<file path="src/rtl/t05_pkg.sv">
// Shared definitions for the header-synthesis back end: packer FSM states and
// the default word width that the SRAM/SPI write controller also uses.
package t05_pkg;

    // Default packed word width shared with the write controller
    localparam int unsigned T05_WORD_W = 32;

    // Bit packer control states
    typedef enum logic [1:0] {
        ST_RUN   = 2'd0,
        ST_FLUSH = 2'd1,
        ST_DRAIN = 2'd2
    } packer_state_e;

endpackage : t05_pkg

</file>
<file path="src/rtl/t05_bit_packer.sv">
// t05_bit_packer: packs a serial bit stream MSB-first into WORD_W-bit words and
// hands them downstream over valid/ready, with a zero-padding end-of-stream
// flush that reports how many bits of the final word are meaningful.
//
// Build option: define T05_BIT_PACKER_COUNT_EN to add the total_bits output,
// a wrapping count of accepted bits since reset.
//
// Storage is an accumulator (acc/cnt) feeding a one-entry holding register
// (hold/hold_bits/hold_valid) that drives the write port directly, so wr_data
// stays stable while the downstream stalls.
module t05_bit_packer
    import t05_pkg::*;
#(
    parameter int unsigned WORD_W = T05_WORD_W,
    parameter int unsigned CNT_W  = $clog2(WORD_W + 1)
) (
    input  logic              clk,
    input  logic              rst,
    input  logic              bit_in,
    input  logic              bit_valid,
    input  logic              flush,
    input  logic              wr_ready,
    output logic [WORD_W-1:0] wr_data,
    output logic [CNT_W-1:0]  wr_bits,
    output logic              wr_valid,
    output logic              busy,
    output logic              overflow,
    output logic              flush_done
`ifdef T05_BIT_PACKER_COUNT_EN
    ,
    output logic [31:0]       total_bits
`endif
);

    localparam logic [CNT_W-1:0] FULL = CNT_W'(WORD_W);

    packer_state_e     state_q, state_d;
    logic [WORD_W-1:0] acc_q, acc_d;
    logic [CNT_W-1:0]  cnt_q, cnt_d;
    logic [WORD_W-1:0] hold_q, hold_d;
    logic [CNT_W-1:0]  hold_bits_q, hold_bits_d;
    logic              hold_valid_q, hold_valid_d;
    logic              overflow_q, overflow_d;
    logic              flush_done_q, flush_done_d;
    logic              bit_accept;

    logic              cnt_full;
    logic              hold_free;
    logic              take;

    // Hold can be (re)loaded when empty or being consumed this cycle
    assign cnt_full  = (cnt_q == FULL);
    assign hold_free = !hold_valid_q || wr_ready;
    assign take      = cnt_full && hold_free;

    // Write port and status are driven straight from registers, except busy,
    // which must react to wr_ready in the same cycle so upstream pauses only
    // when a bit would really be lost.
    assign wr_data    = hold_q;
    assign wr_bits    = hold_bits_q;
    assign wr_valid   = hold_valid_q;
    assign overflow   = overflow_q;
    assign flush_done = flush_done_q;
    assign busy       = cnt_full && hold_valid_q && !wr_ready;

    // State and datapath registers, synchronous active-low reset
    always_ff @(posedge clk) begin
        if (!rst) begin
            state_q      <= ST_RUN;
            acc_q        <= '0;
            cnt_q        <= '0;
            hold_q       <= '0;
            hold_bits_q  <= '0;
            hold_valid_q <= 1'b0;
            overflow_q   <= 1'b0;
            flush_done_q <= 1'b0;
        end else begin
            state_q      <= state_d;
            acc_q        <= acc_d;
            cnt_q        <= cnt_d;
            hold_q       <= hold_d;
            hold_bits_q  <= hold_bits_d;
            hold_valid_q <= hold_valid_d;
            overflow_q   <= overflow_d;
            flush_done_q <= flush_done_d;
        end
    end

    // Next-state, accumulate, transfer and flush control
    always_comb begin
        state_d      = state_q;
        acc_d        = acc_q;
        cnt_d        = cnt_q;
        hold_d       = hold_q;
        hold_bits_d  = hold_bits_q;
        hold_valid_d = hold_valid_q && !wr_ready;
        overflow_d   = overflow_q;
        flush_done_d = 1'b0;
        bit_accept   = 1'b0;

        unique case (state_q)
            ST_RUN: begin
                // Full accumulator moves into hold as soon as hold frees up
                if (take) begin
                    hold_d       = acc_q;
                    hold_bits_d  = FULL;
                    hold_valid_d = 1'b1;
                    cnt_d        = '0;
                end
                // A bit arriving with the transfer starts the next word
                if (bit_valid) begin
                    if (!cnt_full || take) begin
                        bit_accept = 1'b1;
                        acc_d      = {acc_q[WORD_W-2:0], bit_in};
                        cnt_d      = (take ? CNT_W'(0) : cnt_q) + CNT_W'(1);
                    end else begin
                        overflow_d = 1'b1;
                    end
                end
                if (flush) begin
                    state_d = ST_FLUSH;
                end
            end

            ST_FLUSH: begin
                if (bit_valid) begin
                    overflow_d = 1'b1;
                end
                // Left-justify the residue; a full word goes out unpadded
                if (cnt_q == '0) begin
                    state_d = ST_DRAIN;
                end else if (hold_free) begin
                    hold_d       = acc_q << (FULL - cnt_q);
                    hold_bits_d  = cnt_q;
                    hold_valid_d = 1'b1;
                    cnt_d        = '0;
                    state_d      = ST_DRAIN;
                end
            end

            ST_DRAIN: begin
                if (bit_valid) begin
                    overflow_d = 1'b1;
                end
                if (hold_free) begin
                    flush_done_d = 1'b1;
                    state_d      = ST_RUN;
                end
            end

            default: begin
                state_d = ST_RUN;
            end
        endcase
    end

`ifdef T05_BIT_PACKER_COUNT_EN
    logic [31:0] total_q;

    // Accepted-bit counter for compression-ratio reporting
    always_ff @(posedge clk) begin
        if (!rst) begin
            total_q <= '0;
        end else if (bit_accept) begin
            total_q <= total_q + 32'd1;
        end
    end

    assign total_bits = total_q;
`endif

endmodule : t05_bit_packer

</file>
<file path="config.mk">
export PLATFORM = sky130hd
export DESIGN_NAME = t05_bit_packer
export DESIGN_NICKNAME = d
export VERILOG_FILES = /design/src/rtl/t05_pkg.sv /design/src/rtl/t05_bit_packer.sv
export SDC_FILE = /design/constraint.sdc
export NUM_CORES = 1
export LEC_CHECK = 0
export BUFFER_PORTS_ARGS = -buffer_cell sky130_fd_sc_hd__buf_2
export CAP_MARGIN = 15
export CORE_ASPECT_RATIO = 0.7
export CORE_UTILIZATION = 45
export CTS_CLUSTER_SIZE = 30
export DETAILED_ROUTE_END_ITERATION = 7
export PLACE_DENSITY = 0.63
export SETUP_SLACK_MARGIN = 0.5
export SLEW_MARGIN = 0
export SYNTH_ARGS = -nofsm -noshare
export SYNTH_HDL_FRONTEND = slang
export SYNTH_SLANG_ARGS = --single-unit
</file>
<file path="constraint.sdc">
create_clock -name clk -period 6.7 [get_ports clk]
set_input_delay 0.335 -clock clk [delete_from_list [all_inputs] [get_ports clk]]
set_output_delay 0.335 -clock clk [all_outputs]
set_load 0.03 [all_outputs]
</file>
==> results of run 1 <==
==> logic make-up after synthesis <==
family / share of synthesized area
muxes: 0.164
xor gates and xnor gates: 0.0103
and+or+nand+nor: 0.212
AOI/OAI and AO/OA: 0.215
DFF: 0.318
buffers and inverters: 0.0671
adders and majority gates: 0.0123
==> report_power, final <==
part / leakage, nW / internal [mW] / total, mW / switching, mW
clock: 0.135 / 0.299 / 0.501 / 0.202
combinational: 1.24 / 0.122 / 0.390 / 0.268
sequential: 0.657 / 0.513 / 0.542 / 0.0289
total: 2.03 / 0.933 / 1.43 / 0.499
==> sequential cells by signal, indices dropped and copies added, names as in the netlist <==
name        flops
acc_q          32
cnt_q           6
flush_done      1
overflow        1
state_q         2
wr_bits         6
wr_data        32
wr_valid        1
==> routing by layer <==
layer | up-vias | wire [µm] | global-route usage | part of all wire
li1 | 2350 | - | - | -
met1 | 2392 | 7880 | 0.484 | 0.47
met2 | 331 | 6600 | 0.379 | 0.39
met3 | 21 | 2060 | 0.0772 | 0.12
met4 | 0 | 229 | 0.0755 | 0.014
met5 | - | 0 | 0 | 0
==> cells in the final DEF (no fill, tap or decap), types with 3 or more instances in the layout <==
cell type and count:
sky130_fd_sc_hd__a311oi_1 4, sky130_fd_sc_hd__mux4_2 18, sky130_fd_sc_hd__o21ai_0 40, sky130_fd_sc_hd__inv_1 13, sky130_fd_sc_hd__xnor2_1 4, sky130_fd_sc_hd__nand2_1 131, sky130_fd_sc_hd__mux2i_1 34, sky130_fd_sc_hd__dfxtp_1 80
sky130_fd_sc_hd__o21a_1 4, sky130_fd_sc_hd__o221ai_1 4, sky130_fd_sc_hd__o22ai_1 5, sky130_fd_sc_hd__a21oi_1 80, sky130_fd_sc_hd__o211ai_1 7, sky130_fd_sc_hd__or3_1 7, sky130_fd_sc_hd__buf_4 9, sky130_fd_sc_hd__ha_1 5
sky130_fd_sc_hd__a221oi_1 6, sky130_fd_sc_hd__nor2_1 29, sky130_fd_sc_hd__clkinvlp_4 3, sky130_fd_sc_hd__nor3_1 6, sky130_fd_sc_hd__and3_1 8, sky130_fd_sc_hd__o221a_2 5, sky130_fd_sc_hd__buf_2 47, sky130_fd_sc_hd__a31oi_1 15
sky130_fd_sc_hd__nand3_1 35, sky130_fd_sc_hd__mux2_2 7, sky130_fd_sc_hd__clkbuf_16 9
==> worst paths after layout <==
kind | startpoint | to | slack [ns] | cells past startpoint
max | cnt_q[0]$_SDFFE_PN0P_ | wr_data[26]$_SDFFE_PN0P_ | 2.32 | 10
min | bit_in | acc_q[0]$_SDFFE_PN0P_ | 0.23 | 3
max reg2reg | cnt_q[0]$_SDFFE_PN0P_ | wr_data[26]$_SDFFE_PN0P_ | 2.32 | 10
min reg2reg | wr_bits[3]$_SDFFE_PN0P_ | wr_bits[3]$_SDFFE_PN0P_ | 0.44 | 2
==> layout make-up <==
class | count | area, µm²
inverters | 13 | 48.8
fillers | 1097 | 5370
multi-input cells | 492 | 3140
clock buffers | 12 | 246
clock inverters | 4 | 52.6
repair buffers | 59 | 344
flip-flops and latches | 81 | 1620
well taps | 153 | 191
==> worst min-delay path: cells and delay by family <==
| family | cells | cell delay (ns) |
|---|---|---|
| and+or+nand+nor | 1 | 0.05 |
| AOI/OAI and AO/OA | 1 | 0.05 |
| buffers and inverters | 1 | 0.09 |
==> Implementation_results.wiki, run 1 <==
{| class="wikitable"
! Metric !! Value
|-
| Die span in y || 91 µm
|-
| Power density cells || 254 mW/mm²
|-
| Setup WS pre-CTS || 2.16 ns
|-
| Cell taking the most area after synthesis || sky130_fd_sc_hd__dfxtp_1
|-
| Total leakage power || 2.03 nW
|-
| Overall global routing resource usage || 0.300
|-
| Sum Neg Setup Slack || 0 ns
|-
| Residual antenna-violating net count after detailed routing || 0
|-
| Post-synth top cells || sky130_fd_sc_hd__nand2_1 (131), sky130_fd_sc_hd__dfxtp_1 (81), sky130_fd_sc_hd__a21oi_1 (80), sky130_fd_sc_hd__o21ai_0 (40), sky130_fd_sc_hd__nand3_1 (35)
|-
| Post-Syn Nets || 655
|-
| Initial Utilization || 0.463
|-
| Kind of cell adding the most delay to the critical path || compound AO/OA/AOI/OAI gates
|-
| Number of hold violations in the final report || 0
|-
| Slowest cell on the critical path || sky130_fd_sc_hd__dfxtp_2
|-
| #FFs+latches synth || 81
|-
| Placed inst area || 0.00530 mm²
|-
| Reported max-cap violation count || 0
|-
| Peak Freq || 228 MHz
|-
| Total grt overflow || 0
|-
| Final hold slack || 0.234 ns
|-
| Share of Yosys cell area claimed by the top area cell type || 0.318
|-
| Wire length of the first global-routing pass || 26.6 mm
|-
| Layout Area Growth over Synthesis || 10.8%
|-
| Wire length per cell after detailed routing || 20.6 µm
|-
| Crit path setup slack, layout || 2.32 ns
|-
| Synthesized instance count || 644
|-
| Async set or reset register ratio after synthesis || 0
|-
| Worst-Skew Late Latency || 0.34 ns
|-
| Kind of start point of the critical path || flop
|-
| Post-Synthesis Mean Instance Area || 7.91 µm²
|-
| Cell chain of the critical path || inv_1 > ha_1 > buf_8 > buf_4 > mux2_2 > a2bb2oi_1 > o22ai_1 > a221oi_1 > o31a_1 > nor2_1
|-
| Layout Skew || 0.00849 ns
|-
| Antenna violations before repair || 0
|-
| CP bufs+invs || 3
|-
| Number of top-level design ports || 48
|-
| Via Count || 5094
|-
| Number of nets in the layout || 667
|-
| Start-to-end type of the worst setup path || reg -> reg
|-
| VDD IR-drop max || 0.140 mV
|-
| Synth unique cells || 56
|-
| Number of buffers inserted by hold repair at cts || 0
|-
| Worst EP arrival || 4.61 ns
|-
| Sequential-to-total area share from yosys stat || 0.318
|-
| Tmin final || 4.38 ns
|-
| Count of clock tree sinks || 81
|-
| Cell Rows || 32
|-
| Vias in the first global route || 4506
|-
| YS warnings || 0
|-
| Port buffer count || 47
|-
| Final-report setup violation count || 0
|-
| Width of the die || 129 µm
|-
| Hpwl dp || 11.6 mm
|-
| Highest cell delay on the worst timing path || 0.94 ns
|-
| Cell with the most instances after synthesis || sky130_fd_sc_hd__nand2_1
|-
| Critical path endpoint category || flop
|-
| Slew Viols, Final || 0
|-
| Area of the mapped netlist || 0.00509 mm²
|-
| Period utilization || 0.653
|-
| First drt pass iteration count || 5
|-
| Clock tree root buffer cell || sky130_fd_sc_hd__clkbuf_16
|-
| RSZ-0062 raised after global routing || false
|-
| Cell Count, Final, Fillers Out || 814
|-
| Biggest area contributors in the synthesized netlist || sky130_fd_sc_hd__dfxtp_1 (32%), sky130_fd_sc_hd__nand2_1 (9.7%), sky130_fd_sc_hd__mux4_2 (8.0%)
|-
| H-Tree Level Count || 3
|-
| Worst slew slack as a fraction of its limit || 0.227
|-
| Std-Cell Core Area || 0.0110 mm²
|-
| Maximum clock insertion buffer count || 2
|-
| CTS tree || built
|-
| Number of instances resized during post-cts repair || 0
|-
| Number of CTS-inserted buffers || 9
|-
| Number of design rule violations left after detail routing || 0
|-
| Slew of the pin with the lowest slew margin || 1.16 ns
|-
| Most used DFF post-synth || sky130_fd_sc_hd__dfxtp_1
|-
| Final Util || 0.513
|-
| Worst Path Max Fanout || 35
|-
| Die footprint || 0.0118 mm²
|-
| Antenna cell count || 0
|-
| Share of final-layout standard cells stronger than drive strength 1 || 0.172
|-
| Final Cell Area || 0.00564 mm²
|-
| Final Total Pwr || 1.43 mW
|-
| Detailed Route Iter0 Violations || 711
|-
| Number of enable-type register cells in the synthesized netlist || 0
|-
| Largest net degree at the start of global routing || 49
|-
| Number of vias per cell after detailed routing || 6.26
|-
| Number of buffers inserted to repair setup after CTS || 0
|-
| Run status || finished, final reports clean
|-
| CTS clock-pin slew for the worst setup and hold paths || 0.06 ns
|-
| Wire length reported by the detailed router || 16.8 mm
|-
| Class of the worst hold path || in -> reg
|-
| Number of cells in the design after placement || 794
|-
| Weighted congestion reported at the end of routability-driven placement || 0.948
|-
| Required time at the endpoint of the critical path || 6.94 ns
|}
No activity file was read; power rests on OpenSTA's default activity.
==> inputs of run 2 (changes only) <==
PLACE_DENSITY = 0.66   (was 0.63)
clock period = 3.9 ns   (was 6.7 ns; I/O delays follow)
==> run 2 against run 1 <==
  * Combinational power increased by 77%
  * Critical path type unchanged
  * Cell count is 0.49% higher
  * Register-to-register slack worse by 1.5 ns
  * Core utilization increased by 0.25 points
  * Fmax is 42% higher
  * Clock skew decreased by 0.0039 ns
  * Highest routed layer unchanged
  * Critical endpoint is now wr_data[19]$_SDFFE_PN0P_
  * Global-route usage up 0.27 points
  * Clock power up 78%
  * Via count grew 1.8%
  * Largest cell class unchanged
  * Sequential share of layout area decreased by 0.16 points
==> Implementation_results.wiki, run 2 (synthesis results as in run 1) <==
{| class="wikitable"
! Metric !! Value
|-
| Run status || finished, final reports clean
|-
| Residual antenna-violating net count after detailed routing || 0 (unchanged)
|-
| Kind of start point of the critical path || flop
|-
| Std-Cell Core Area || 0.0110 mm² (unchanged)
|-
| Highest cell delay on the worst timing path || 0.65 ns (-0.29 ns)
|-
| Setup slack on the worst flop-to-flop path || 0.81 ns (-1.51 ns)
|-
| Final Total Pwr || 2.50 mW (+74%)
|-
| Largest net degree at the start of global routing || 38 (-22%)
|-
| Most common cell after layout, fill and taps aside || sky130_fd_sc_hd__nand2_1
|-
| Vias in the first global route || 4704 (+4.4%)
|-
| Number of cells in the design after placement || 802 (+1.0%)
|-
| Wire length per cell after detailed routing || 21.0 µm (+1.8%)
|-
| Total leakage power || 2.06 nW (+1.4%)
|-
| Sum Neg Setup Slack || 0 ns (unchanged)
|-
| Wire length reported by the detailed router || 17.2 mm (+2.3%)
|-
| Number of CTS-inserted buffers || 9 (unchanged)
|-
| # fillers || 1061 (-3.3%)
|-
| Slowest cell on the critical path || sky130_fd_sc_hd__and3_1
|-
| Die footprint || 0.0118 mm² (unchanged)
|-
| Antenna cell count || 0 (unchanged)
|-
| Weighted congestion reported at the end of routability-driven placement || 0.959 (+1.2%)
|-
| Hpwl dp || 12.3 mm (+5.9%)
|-
| Number of design rule violations left after detail routing || 0 (unchanged)
|-
| Worst Path Max Fanout || 23 (-34%)
|-
| Overall global routing resource usage || 0.303 (+0.00271)
|-
| Clock tree root buffer cell || sky130_fd_sc_hd__clkbuf_16
|-
| Required time at the endpoint of the critical path || 4.16 ns (-2.78 ns)
|-
| Worst EP arrival || 3.35 ns (-1.26 ns)
|-
| Worst hold start || bit_in
|-
| Worst hold path cell count || 3 (unchanged)
|-
| Commonest cells after routing, fill and taps aside || sky130_fd_sc_hd__nand2_1 (131), sky130_fd_sc_hd__dfxtp_1 (81), sky130_fd_sc_hd__a21oi_1 (80), sky130_fd_sc_hd__buf_2 (47), sky130_fd_sc_hd__o21ai_0 (40)
|-
| Number of vias per cell after detailed routing || 6.34 (+1.3%)
|-
| Reported max-cap violation count || 0 (unchanged)
|-
| Share of final-layout standard cells stronger than drive strength 1 || 0.179 (+0.00648)
|-
| Slew of the pin with the lowest slew margin || 1.04 ns (-0.123 ns)
|-
| Cell Count, Final, Fillers Out || 818 (+0.49%)
|-
| Count of clock tree sinks || 81 (unchanged)
|-
| Worst slew slack as a fraction of its limit || 0.310 (+0.0826)
|-
| Die span in y || 91 µm (unchanged)
|-
| Class of the worst hold path || in -> reg
|-
| Total grt overflow || 0 (unchanged)
|-
| Reg-to-Reg Start || cnt_q[0]$_SDFFE_PN0P_
|-
| Number of nets in the layout || 671 (+0.60%)
|-
| Start-to-end type of the worst setup path || reg -> reg
|-
| Destination of the worst hold path || acc_q[0]$_SDFFE_PN0P_
|-
| Power density cells || 440 mW/mm² (+73%)
|-
| VDD IR-drop max || 0.296 mV (+110%)
|-
| First drt pass iteration count || 6 (+1)
|-
| Port buffer count || 47 (unchanged)
|-
| Detailed Route Iter0 Violations || 825 (+16%)
|-
| Worst-Skew Late Latency || 0.34 ns (about the same)
|-
| Number of instances resized during post-cts repair || 0 (unchanged)
|-
| Cell Rows || 32 (unchanged)
|-
| Number of hold violations in the final report || 0 (unchanged)
|-
| Number of buffers inserted by hold repair at cts || 0 (unchanged)
|-
| RSZ-0062 raised after global routing || false
|-
| Critical path endpoint category || flop
|-
| Peak Freq || 324 MHz (+42%)
|-
| Tmin final || 3.09 ns (-1.29 ns)
|-
| Final-report setup violation count || 0 (unchanged)
|-
| Number of top-level design ports || 48 (unchanged)
|-
| CTS clock-pin slew for the worst setup and hold paths || 0.06 ns (about the same)
|-
| Register-to-Register Path Depth || 9 (-1)
|-
| Via Count || 5187 (+1.8%)
|-
| Layout Area Growth over Synthesis || 11.4%
|-
| Reg2reg end || wr_data[19]$_SDFFE_PN0P_
|-
| Period utilization || 0.791 (+0.138)
|-
| H-Tree Level Count || 3 (unchanged)
|-
| Number of buffers inserted to repair setup after CTS || 0 (unchanged)
|-
| Cell chain of the critical path || inv_1 > buf_4 > ha_1 > or4b_4 > a21oi_1 > and3_1 > buf_4 > o21ai_0 > a31oi_1
|-
| Width of the die || 129 µm (unchanged)
|-
| Wire length of the first global-routing pass || 27.0 mm (+1.6%)
|-
| Final hold slack || 0.108 ns (-0.126 ns)
|-
| Maximum clock insertion buffer count || 2 (unchanged)
|-
| Initial Utilization || 0.463 (unchanged)
|-
| Top cell by count, worst path || sky130_fd_sc_hd__buf_4
|-
| Antenna violations before repair || 0 (unchanged)
|-
| Layout Skew || 0.00456 ns (-0.00393 ns)
|-
| Slew Viols, Final || 0 (unchanged)
|-
| CTS tree || built
|}
==> run 2: cell count changes in the layout (fill, tap and decap cells not counted) <==
cell / change
sky130_fd_sc_hd__buf_4: +7
sky130_fd_sc_hd__buf_6: -1
sky130_fd_sc_hd__buf_8: -2
sky130_fd_sc_hd__clkbuf_1: -2
sky130_fd_sc_hd__clkbuf_8: +1
sky130_fd_sc_hd__clkinv_4: +3
sky130_fd_sc_hd__clkinvlp_4: -2
sky130_fd_sc_hd__dfxtp_1: +1
sky130_fd_sc_hd__dfxtp_2: -1
==> run 2: layout make-up <==
type / instances / area, µm² / area share
well taps: 153 / 191 / 0.0338
clock inverters: 5 / 63.8 / 0.0113
multi-input cells: 492 / 3140 / 0.553
flip-flops and latches: 81 / 1620 / 0.286
clock buffers: 11 / 253 / 0.0446
repair buffers: 63 / 355 / 0.0627
inverters: 13 / 48.8 / 0.00861
==> run 2: stage by stage <==
stage	instance area [µm²]	utilization	worst slack [ns]
after floorplan	5090	-	0.985
after global placement	5350	0.486	0.844
after detailed placement	5350	0.486	0.891
after CTS	5670	0.515	0.868
after global routing	5670	0.515	0.659
final	5670	0.515	0.814
==> run 2: layer usage <==
metal	track usage	wire [µm]
met1	0.466	8140
met5	0	0
met4	0.0833	251
met2	0.394	6670
met3	0.0943	2110
==> run 2: worst max path at each step <==
stage | startpoint | end | slack (ns) | cells past startpoint
2_1_floorplan | cnt_q[0]$_SDFFE_PN0P_ | wr_data[28]$_SDFFE_PN0P_ | 0.98 | 12
3_3_place_gp | cnt_q[0]$_SDFFE_PN0P_ | wr_data[6]$_SDFFE_PN0P_ | 0.84 | 9
3_5_place_dp | cnt_q[0]$_SDFFE_PN0P_ | wr_data[19]$_SDFFE_PN0P_ | 0.89 | 9
4_1_cts | cnt_q[0]$_SDFFE_PN0P_ | wr_data[19]$_SDFFE_PN0P_ | 0.87 | 9
5_1_grt | cnt_q[0]$_SDFFE_PN0P_ | wr_data[19]$_SDFFE_PN0P_ | 0.66 | 9
6_report | cnt_q[0]$_SDFFE_PN0P_ | wr_data[19]$_SDFFE_PN0P_ | 0.81 | 9
==> run 2: critical path, delay by kind of cell, from the launching register on <==
family | cells | cell delay, ns
buffers and inverters | 3 | 0.61
flip-flops | 1 | 0.31
adder cells (fa/ha/maj) | 1 | 0.37
AO/OA/AOI/OAI | 3 | 0.51
AND/OR/NAND/NOR | 2 | 1.19
==> run 2: report_power, final <==
part           internal [mW]  switching (mW)
combinational          0.209           0.482
sequential             0.880          0.0307
clock                  0.534           0.359
total                   1.62           0.872
==> inputs of run 3 (changes only) <==
PLACE_DENSITY = 0.63   (was 0.66)
clock period = 3.2 ns   (was 3.9 ns; I/O delays follow)
==> run 3 against run 2 <==
  * Sequential power grew 23%
  * Combinational power grew 26%
  * Clock skew grew 0.0029 ns
  * Fmax grew 19%
  * Critical path type unchanged
  * Largest power group unchanged
==> Implementation_results.wiki, run 3 (synthesis results as in run 1) <==
{| class="wikitable"
! Metric !! Value
|-
| Final hold slack || 0.0671 ns (-0.0410 ns)
|-
| Class of the worst hold path || in -> reg
|-
| Worst EP arrival || 2.84 ns (-0.51 ns)
|-
| Period utilization || 0.814 (+0.0224)
|-
| Crit. Startpoint || cnt_q[0]$_SDFFE_PN0P_
|-
| Most common cell after layout, fill and taps aside || sky130_fd_sc_hd__nand2_1
|-
| First drt pass iteration count || 7 (+1)
|-
| Hpwl dp || 12.7 mm (+2.8%)
|-
| Antenna violations before repair || 0 (unchanged)
|-
| Clock tree root buffer cell || sky130_fd_sc_hd__clkbuf_16
|-
| Global-route met2 utilization || 0.373 (-0.0206)
|-
| Initial Utilization || 0.463 (unchanged)
|-
| Residual antenna-violating net count after detailed routing || 0 (unchanged)
|-
| Busiest layer in global routing || met1
|-
| Number of top-level design ports || 48 (unchanged)
|-
| Internal power summed over all cells || 2.04 mW (+26%)
|-
| Total grt overflow || 0 (unchanged)
|-
| Reg-to-Reg Start || cnt_q[0]$_SDFFE_PN0P_
|-
| Largest net degree at the start of global routing || 48 (+26%)
|-
| RSZ-0062 raised after global routing || false
|-
| Number of instances resized during post-cts repair || 4 (+4)
|-
| Width of the die || 129 µm (unchanged)
|-
| Total leakage power || 2.09 nW (+1.5%)
|-
| Reported max-cap violation count || 0 (unchanged)
|-
| Kind of start point of the critical path || flop
|-
| Number of buffers inserted by hold repair at cts || 0 (unchanged)
|-
| H-Tree Level Count || 3 (unchanged)
|-
| Weighted congestion reported at the end of routability-driven placement || 1.00 (+4.3%)
|-
| Power density cells || 534 mW/mm² (+21%)
|-
| Number of hold violations in the final report || 0 (unchanged)
|-
| VDD IR-drop max || 0.385 mV (+30%)
|-
| Run status || finished, final reports clean
|-
| Part of the total power dissipated in sequential elements || 0.362 (-0.003)
|-
| Layout Area Growth over Synthesis || 13.6%
|-
| Worst Path Max Fanout || 11 (-52%)
|-
| Antenna cell count || 0 (unchanged)
|-
| Detailed Route Iter0 Violations || 589 (-29%)
|-
| Number of design rule violations left after detail routing || 0 (unchanged)
|-
| Number of vias per cell after detailed routing || 6.34 (about the same)
|-
| Number of nets in the layout || 676 (+0.75%)
|-
| Std-Cell Core Area || 0.0110 mm² (unchanged)
|-
| Count of clock tree sinks || 81 (unchanged)
|-
| Area of the multi-input gates || 0.00319 mm² (+1.7%)
|-
| Fraction of power consumed by the clock network || 0.357 (about the same)
|-
| Sw power || 1.05 mW (+20%)
|-
| Share of final-layout standard cells stronger than drive strength 1 || 0.201 (+0.0225)
|-
| Wire length of the first global-routing pass || 27.1 mm (+0.36%)
|-
| Slew of the pin with the lowest slew margin || 0.652 ns (-0.383 ns)
|-
| CTS clock-pin slew for the worst setup and hold paths || 0.06 ns (about the same)
|-
| Reg2reg end || wr_data[19]$_SDFFE_PN0P_
|-
| Register-to-Register Path Depth || 8 (-1)
|-
| Critical path endpoint category || flop
|-
| Wire length per cell after detailed routing || 21.1 µm (+0.76%)
|-
| Vias in the first global route || 4635 (-1.5%)
|-
| Via Count || 5217 (+0.58%)
|-
| Peak Freq || 384 MHz (+19%)
|-
| Power share of the combinational group || 0.281 (+0.004)
|-
| Met1 usage in global routing || 0.472 (+0.00550)
|-
| # fillers || 1070 (+0.85%)
|-
| Met3 global-route usage || 0.115 (+0.0212)
|-
| Number of CTS-inserted buffers || 9 (unchanged)
|-
| Worst slew slack as a fraction of its limit || 0.553 (+0.243)
|-
| Worst-Skew Late Latency || 0.34 ns (about the same)
|-
| Wire length reported by the detailed router || 17.4 mm (+1.4%)
|-
| Die span in y || 91 µm (unchanged)
|-
| Number of buffers inserted to repair setup after CTS || 0 (unchanged)
|-
| Start-to-end type of the worst setup path || reg -> reg
|-
| CTS tree || built
|-
| Maximum clock insertion buffer count || 2 (unchanged)
|-
| Cell Rows || 32 (unchanged)
|-
| Final-report setup violation count || 0 (unchanged)
|-
| Final Total Pwr || 3.09 mW (+24%)
|-
| Switching share of power || 0.339 (-0.0103)
|-
| Required time at the endpoint of the critical path || 3.43 ns (-0.73 ns)
|-
| Port buffer count || 47 (unchanged)
|-
| Overall global routing resource usage || 0.304 (+0.00115)
|-
| Die footprint || 0.0118 mm² (unchanged)
|-
| Worst setup path endpoint || wr_data[19]$_SDFFE_PN0P_
|-
| Sum Neg Setup Slack || 0 ns (unchanged)
|-
| Tmin final || 2.60 ns (-0.482 ns)
|-
| Slew Viols, Final || 0 (unchanged)
|-
| Layout Skew || 0.00747 ns (+0.00291 ns)
|-
| Setup slack on the worst flop-to-flop path || 0.60 ns (-0.22 ns)
|-
| Commonest cells after routing, fill and taps aside || sky130_fd_sc_hd__nand2_1 (130), sky130_fd_sc_hd__a21oi_1 (80), sky130_fd_sc_hd__dfxtp_1 (78), sky130_fd_sc_hd__buf_2 (47), sky130_fd_sc_hd__o21ai_0 (39)
|-
| Total area of sequential cells || 0.00163 mm² (+0.39%)
|}
## run 3: cell count changes in the layout (fill, tap and decap cells not counted), moves of 3 or more
cell and change:
sky130_fd_sc_hd__clkinv_4 -3, sky130_fd_sc_hd__dfxtp_1 -3, sky130_fd_sc_hd__mux2i_1 -4, sky130_fd_sc_hd__mux2i_2 +4
## run 3: stage by stage
step	std cells	utilization	instance area, µm²	setup slack, ns
final	823	0.525	5780	0.596
after floorplan	644	-	5110	0.508
after CTS	823	0.522	5740	0.546
after global placement	807	0.491	5410	0.286
after detailed placement	807	0.491	5410	0.312
after global routing	823	0.525	5780	0.513
## run 3: cell type report
| cell class | instances | area share |
|---|---|---|
| inverters | 13 | 0.00844 |
| multi-input cells | 492 | 0.552 |
| clock buffers | 11 | 0.0402 |
| well taps | 153 | 0.0331 |
| repair buffers | 68 | 0.0714 |
| flip-flops and latches | 81 | 0.281 |
| clock inverters | 5 | 0.0138 |
## run 3: worst min path at each step
stage / cells after the start / endpoint / start
after floorplan: 2 / acc_q[0]$_SDFFE_PN0P_ / bit_in
after global placement: 3 / acc_q[0]$_SDFFE_PN0P_ / bit_in
after detailed placement: 3 / acc_q[0]$_SDFFE_PN0P_ / bit_in
after CTS: 3 / acc_q[0]$_SDFFE_PN0P_ / bit_in
after global routing: 3 / acc_q[0]$_SDFFE_PN0P_ / bit_in
final: 3 / acc_q[0]$_SDFFE_PN0P_ / bit_in
## run 3: worst max-delay path, cell delays in order, from the launching register on
cell                      delay (ns)
sky130_fd_sc_hd__dfxtp_4        0.42
sky130_fd_sc_hd__inv_1          0.10
sky130_fd_sc_hd__ha_4           0.21
sky130_fd_sc_hd__nor3b_1        0.15
sky130_fd_sc_hd__or4b_1         0.52
sky130_fd_sc_hd__a31oi_2        0.27
sky130_fd_sc_hd__nand3_1        0.27
sky130_fd_sc_hd__or2_0          0.28
sky130_fd_sc_hd__a31oi_1        0.27
## run 3: power by group through the flow
stage	clock, mW	sequential [mW]	combinational [mW]
2_1_floorplan	0	1.24	0.527
3_3_place_gp	0	1.13	0.834
3_5_place_dp	0	1.14	0.830
4_1_cts	1.12	1.12	0.844
5_1_grt	1.16	1.13	0.930
6_report	1.10	1.12	0.870
## run 3: per-layer routing
metal / part of all wire / vias to the layer above
met5: 0 / -
met4: 0.023 / 0
met3: 0.14 / 40
met2: 0.37 / 310
met1: 0.47 / 2496
li1: - / 2371
